`config.mk`:
```
export PLATFORM = sky130hd
export DESIGN_NAME = ddr3_arbiter
export DESIGN_NICKNAME = d
export VERILOG_FILES = /design/src/rtl/ddr3_arbiter.sv
export SDC_FILE = /design/constraint.sdc
export NUM_CORES = 1
export LEC_CHECK = 0
export ABC_AREA = 0
export ABC_CLOCK_PERIOD_IN_PS = 2700
export CAP_MARGIN = 20
export CORE_MARGIN = 10
export CORE_UTILIZATION = 30
export CTS_BUF_LIST = sky130_fd_sc_hd__clkbuf_8 sky130_fd_sc_hd__clkbuf_16
export DETAILED_ROUTE_END_ITERATION = 7
export PLACE_DENSITY = 0.66
export SKIP_CTS_REPAIR_TIMING = 1
export SYNTH_ARGS = -nofsm -noshare
export SYNTH_HDL_FRONTEND = slang
export SYNTH_SLANG_ARGS = --single-unit
```
`constraint.sdc`:
```
create_clock -name clk -period 2.7 [get_ports clk]
set_input_delay 0.54 -clock clk [delete_from_list [all_inputs] [get_ports clk]]
set_output_delay 0.54 -clock clk [all_outputs]
set_load 0.01 [all_outputs]
```
`src/rtl/ddr3_arbiter.sv`:
```
// Shares the single MIG user port between the framebuffer writer and the scanout reader.
// Reads win arbitration; a saturating deferral counter bounds how long a write can starve.
module ddr3_arbiter #(
    parameter int ADDR_WIDTH = 19,
    parameter int DATA_WIDTH = 64,
    parameter int MAX_DEFER  = 4
) (
    input  logic                  clk,
    input  logic                  rst,
    input  logic                  wr_req,
    input  logic [ADDR_WIDTH-1:0] wr_addr,
    input  logic [DATA_WIDTH-1:0] wr_data0,
    input  logic [DATA_WIDTH-1:0] wr_data1,
    output logic                  wr_ack,
    input  logic                  rd_req,
    input  logic [ADDR_WIDTH-1:0] rd_addr,
    output logic                  rd_ack,
    output logic [DATA_WIDTH-1:0] rd_data,
    output logic                  rd_data_vld,
    output logic                  rd_data_end,
    output logic                  busy,
    input  logic                  app_rdy,
    input  logic                  app_wdf_rdy,
    output logic                  app_en,
    output logic [2:0]            app_cmd,
    output logic [ADDR_WIDTH-1:0] app_addr,
    output logic                  app_wdf_wren,
    output logic                  app_wdf_end,
    output logic [DATA_WIDTH-1:0] app_wdf_data,
    input  logic [DATA_WIDTH-1:0] app_rd_data,
    input  logic                  app_rd_data_valid,
    input  logic                  app_rd_data_end
);
    // state    | meaning
    // IDLE     | arbitrating between pending read and write requests
    // WR_DATA0 | pushing first write beat into the MIG write FIFO
    // WR_DATA1 | pushing second (last) write beat
    // WR_CMD   | issuing write command, wr_ack on acceptance
    // RD_CMD   | issuing read command, rd_ack on acceptance
    typedef enum logic [2:0] {
        IDLE     = 3'd0,
        WR_DATA0 = 3'd1,
        WR_DATA1 = 3'd2,
        WR_CMD   = 3'd3,
        RD_CMD   = 3'd4
    } state_t;

    localparam int                    CW        = $clog2(MAX_DEFER + 1);
    localparam logic [CW-1:0]         DEFER_MAX = CW'(MAX_DEFER);
    localparam logic [ADDR_WIDTH-1:0] ADDR_MASK = ~ADDR_WIDTH'(7);

    state_t                state, state_nxt;
    logic [CW-1:0]         defer_ctr, defer_nxt;
    logic [ADDR_WIDTH-1:0] addr_q;
    logic [DATA_WIDTH-1:0] data0_q, data1_q;
    logic                  grant_wr, grant_rd;

    always_ff @(posedge clk) begin
        if (rst) begin
            state     <= IDLE;
            defer_ctr <= '0;
        end else begin
            state     <= state_nxt;
            defer_ctr <= defer_nxt;
        end
    end

    // Burst address and both beats are frozen at grant so the requester may move on.
    always_ff @(posedge clk) begin
        if (rst) begin
            addr_q  <= '0;
            data0_q <= '0;
            data1_q <= '0;
        end else if (grant_wr) begin
            addr_q  <= wr_addr & ADDR_MASK;
            data0_q <= wr_data0;
            data1_q <= wr_data1;
        end else if (grant_rd) begin
            addr_q  <= rd_addr & ADDR_MASK;
        end
    end

    always_comb begin
        state_nxt = state;
        defer_nxt = defer_ctr;
        grant_wr  = 1'b0;
        grant_rd  = 1'b0;
        case (state)
            IDLE: begin
                if (wr_req && (!rd_req || defer_ctr == DEFER_MAX)) begin
                    grant_wr  = 1'b1;
                    defer_nxt = '0;
                    state_nxt = WR_DATA0;
                end else if (rd_req) begin
                    grant_rd  = 1'b1;
                    state_nxt = RD_CMD;
                    // only a read that beats a pending write counts as a deferral
                    if (wr_req)
                        defer_nxt = defer_ctr + CW'(1);
                end
            end
            WR_DATA0: if (app_wdf_rdy) state_nxt = WR_DATA1;
            WR_DATA1: if (app_wdf_rdy) state_nxt = WR_CMD;
            WR_CMD:   if (app_rdy)     state_nxt = IDLE;
            RD_CMD:   if (app_rdy)     state_nxt = IDLE;
            default:                   state_nxt = IDLE;
        endcase
    end

    // Strobes are masked during reset so a dropped transaction never reaches MIG or the requester.
    always_comb begin
        app_en       = 1'b0;
        app_cmd      = 3'b000;
        app_wdf_wren = 1'b0;
        app_wdf_end  = 1'b0;
        app_wdf_data = '0;
        wr_ack       = 1'b0;
        rd_ack       = 1'b0;
        case (state)
            WR_DATA0: begin
                app_wdf_wren = !rst;
                app_wdf_data = data0_q;
            end
            WR_DATA1: begin
                app_wdf_wren = !rst;
                app_wdf_end  = !rst;
                app_wdf_data = data1_q;
            end
            WR_CMD: begin
                app_en = !rst;
                wr_ack = app_rdy && !rst;
            end
            RD_CMD: begin
                app_en  = !rst;
                app_cmd = 3'b001;
                rd_ack  = app_rdy && !rst;
            end
            default: ;
        endcase
    end

    assign app_addr = addr_q;
    assign busy     = (state != IDLE);

    always_ff @(posedge clk) begin
        if (rst) begin
            rd_data     <= '0;
            rd_data_vld <= 1'b0;
            rd_data_end <= 1'b0;
        end else begin
            rd_data     <= app_rd_data;
            rd_data_vld <= app_rd_data_valid;
            rd_data_end <= app_rd_data_end;
        end
    end

endmodule

```
Word level (Yosys, flattened, before mapping). Index checks and enable logic that the tools add are counted.

Register bits: 216. Input port bits: 238. Output and inout bits: 158. Word-level logic and storage cells: 55.

Add/sub/neg operators: 1. Equality and inequality tests: 9. Mux-type cells: 23. Reductions and logical operators: 14.

Operators by type and width (count): $pmux 64 s2 (1); $mux 19 (2); $mux 3 (8); $pmux 3 s4 (1); $mux 1 (11); $eq 3x2->1 const B (2); $eq 3x3->1 const B (2); $reduce_bool 2->1 (3); $ne 2x2->1 const B (2); $reduce_and 4->1 (1); $reduce_or 2->1 (2); $add 3x1->3 const B (1); $eq 3x1->1 const B (1); $logic_not 3->1 (1); $ne 3x3->1 const B (1); $reduce_and 3->1 (1); $reduce_bool 3->1 (1); $logic_and 1x1->1 (2); $logic_not 1->1 (2); $ne 2x1->1 const B (1); $logic_or 1x1->1 (1).

Depth between registers and ports, before layout.
Depth after elaboration: 7. Mapped depth: 9. Gate-level depth less buffers: 6.

Least setup slack after synthesis. OpenSTA, ideal clock, no wires.

Kind: reg2out. Start point: reg state[1]. End point: out app_wdf_end. Arrival: 1.646 ns. Required time: 2.160 ns. Setup slack: 0.514 ns. Cell stages (with the launch flop): 7. Path buffers: 3. Path through: dfxtp_1 -> buf_2 -> nor2b_1 -> nor2b_1 -> clkbuf_1 -> buf_1 -> nor2b_1.

Longest elaborated chain between the ends: 2.

RTL lines: start: declaration (line 52) `state_t state, state_nxt;`; start signal: assignment (line 63) `state <= state_nxt;`; $eq 3x2->1 (line 119) `case (state)`; $mux 1 (line 119); end: declaration (line 28) `output logic app_wdf_end,`.

Every way passes these cells.

Worst setup path after layout.
Start point: reg state[1]. End point: out app_wdf_data[47].

Longest elaborated chain between the ends: 2. Elaborated cells on any way between the ends: 3. Classes of those cells: eq/ne (2); mux (1).

RTL lines: $eq 3x2->1 / $eq 3x1->1 (equally long branches) (line 119); $pmux 64 s2 * (line 119); end: declaration (line 29) `output logic [DATA_WIDTH-1:0] app_wdf_data,`.

Mark *: on every way between the ends. The rest lies on a longest branch, timed or not.

==> flow_summary.toml <==
[worst_setup_path]
crit_path_end_kind = "primary output"
worstPathRequired_ns = 2.16
arrival_ns = 1.94
critical_path_class = "register to primary output"
cp-start-kind = "register"
slowest_delay_ns = 0.38
path_max_fanout = 17
path_cells = "nor2b_4 > nor2b_4 > buf_12 > clkbuf_16 > a22o_1 > dlymetal6s2s_1"
slowest_stage = "dfxtp_4"
crit_path_frequent_cell = "nor2b_4"

[die]
die_area_um2 = 33400
ioPinCount = 396
die_x_um = 183
num_rows = 59
core_area_um2 = 26100
die_height_um = 183
start_util = 0.305

[clocking]
cts_tree = "built"
path_clk_slew_ns = 0.06
h-tree-depth = 1
clock_path_buffers = 3
cts.sinks = 216
cts_buffers = 25
clk_latency_ns = 0.51
cts-root-buf = "clkbuf_16"

[route]
avgRoutedWirePerCell_um = 18.9
drtIter0Drc = 328
vias = 7463
drcViolationCount = 0
ant_nets = 0
drtPass1Iterations = 5
via_per_inst = 4.64
drt-total-wl_mm = 30.3

[power_and_ir_drop]
seqPwrFrac = 0.430
powerDensity_nw_per_um2 = 630
p_switching_w = 0.00217
comb_power_share = 0.195
p_int_w = 0.00609
p_leak_nw = 5.95
power_frac_clock = 0.374
peakVddDrop_uv = 491
finalPower_w = 0.00826
p_sw_frac = 0.262

[sta]
fmax_mhz = 404
fin_skew_ns = 0.0162
rsz0062_at_grt = "no"
worst_pin_slew_ns = 0.969
post-route-period-util = 0.918
slew_violations = 0
finalSetupViolations = 0
finalSetupTns_ns = 0
slew_headroom = 0.354
fin_ws_ns = 0.223
final.min_clock_period_ns = 2.48
finalHoldViolCount = 0

[synth]
ys_ff_latch = 216
yosysWarnings = 0
synth.distinct_cells = 35
syn_inst = 897
synth_edf_count = 0
synth_area_um2 = 7950
avgSynthCellArea_um2 = 8.86
ys_async_sr_fraction = 0
ys_dominant_reg_cell = "dfxtp_1"
synth_seq_area_share = 0.544

[run]
maxCapViolCount = 0

[placement]
gp_congestion = 0.745
hpwl_mm = 22.2
port_buffers = 384
dpl_worst_slack_ns = 0.167
dp.cells = 1564

[global_route]
grt_max_degree = 95
use_met1 = 0.179
gr-usage-met3 = 0.0783
grt_pass1_wl_mm = 45.0
busiest_layer = "met2"
antenna_found_initial = 4
grt_pass1_vias = 7687
grt_util_all_layers = 0.168
grt.met2_usage = 0.293
overflow = 0

[layout]
nNetsFinal = 1498
fillCellCount = 2497
area_growth_pct = 65.0
fin_cells = 1608
mostFrequentLayoutCells = "clkdlybuf4s50_1, nand2_1, dfxtp_1, a21oi_1"
layout-drive-gt1-share = 0.0708
layout_commonest_cell = "clkdlybuf4s50_1"

[worst_hold_path]
min_path_type = "register to register"

[outcome]
status = "finished clean"
## path summary, 6_finish.rpt
kind / to / slack [ns] / cells past startpoint / start
setup / recovery: app_wdf_data[47] / 0.22 / 6 / state[1]
hold / removal: data1_q[47] / 0.45 / 2 / data1_q[47]
setup reg to reg: app_addr[17] / 0.75 / 6 / state[0]
hold reg to reg: data1_q[47] / 0.45 / 2 / data1_q[47]
## worst max-delay path, delay by kind of cell (launching register included)
family / cells / cell delay [ns]
flops: 1 / 0.38
buf+inv: 3 / 0.51
simple gates: 2 / 0.39
compound gates: 1 / 0.14
## power groups by stage
stage               Clock, W  Sequential [W]  Combinational [W]
CTS                  0.00320         0.00355            0.00163
finish               0.00309         0.00356            0.00161
global placement           0         0.00361            0.00161
floorplan                  0         0.00364           0.000708
detailed placement         0         0.00362            0.00162
global route         0.00331         0.00359            0.00177
## routing by layer
metal  share of wire  wire [µm]
met1            0.38      11700
met2            0.49      14700
met3            0.11       3240
met4           0.023        692
met5               0          0
## cell families after synthesis
group	Yosys count	synth area share
AOI/OAI and AO/OA	236	0.196
DFF	216	0.544
muxes	1	0.00126
buffers and inverters	83	0.0557
other	1	0.000472
adders and majority gates	2	0.00315
and+or+nand+nor	358	0.200
## cell type report
| type | count | area (µm²) | share of cell area |
|---|---|---|---|
| timing repair buffer | 410 | 4370 | 0.334 |
| sequential | 216 | 4330 | 0.330 |
| multi-input combinational | 602 | 3230 | 0.246 |
| clock buffer | 27 | 653 | 0.0498 |
| tap | 335 | 419 | 0.0320 |
| clock inverter | 13 | 88.8 | 0.00678 |
| inverter | 3 | 11.3 | 0.000859 |
| antenna | 2 | 5.00 | 0.000382 |
## synthesized netlist by cell type, types with 10 or more instances
cell type  instances  area share
a22o_1            64       0.071
nor2_1            15      0.0071
o2bb2ai_1         15       0.017
o22ai_1           16       0.013
a21oi_2           10       0.011
a21oi_1          124       0.078
clkbuf_1          38       0.018
buf_2             20       0.013
nand2_1          251        0.12
nand2_2           10      0.0079
dfxtp_1          216        0.54
nor2b_1           69       0.054
## stage by stage
step | area [µm²] | hold slack, ns | utilization
floorplan | 7960 | 0.436 | -
global placement | 12100 | 0.441 | 0.466
detailed placement | 12100 | 0.446 | 0.466
CTS | 12900 | 0.454 | 0.494
global route | 13100 | 0.472 | 0.503
finish | 13100 | 0.453 | 0.503
## state kept, by name (all words and copies together), names as in the netlist
| signal | cells |
|---|---|
| data1_q | 64 |
| data0_q | 64 |
| defer_ctr | 3 |
| rd_data | 64 |
| state | 3 |
| app_addr | 16 |
| rd_data_end | 1 |
| rd_data_vld | 1 |
No activity file was read; power rests on OpenSTA's default activity.
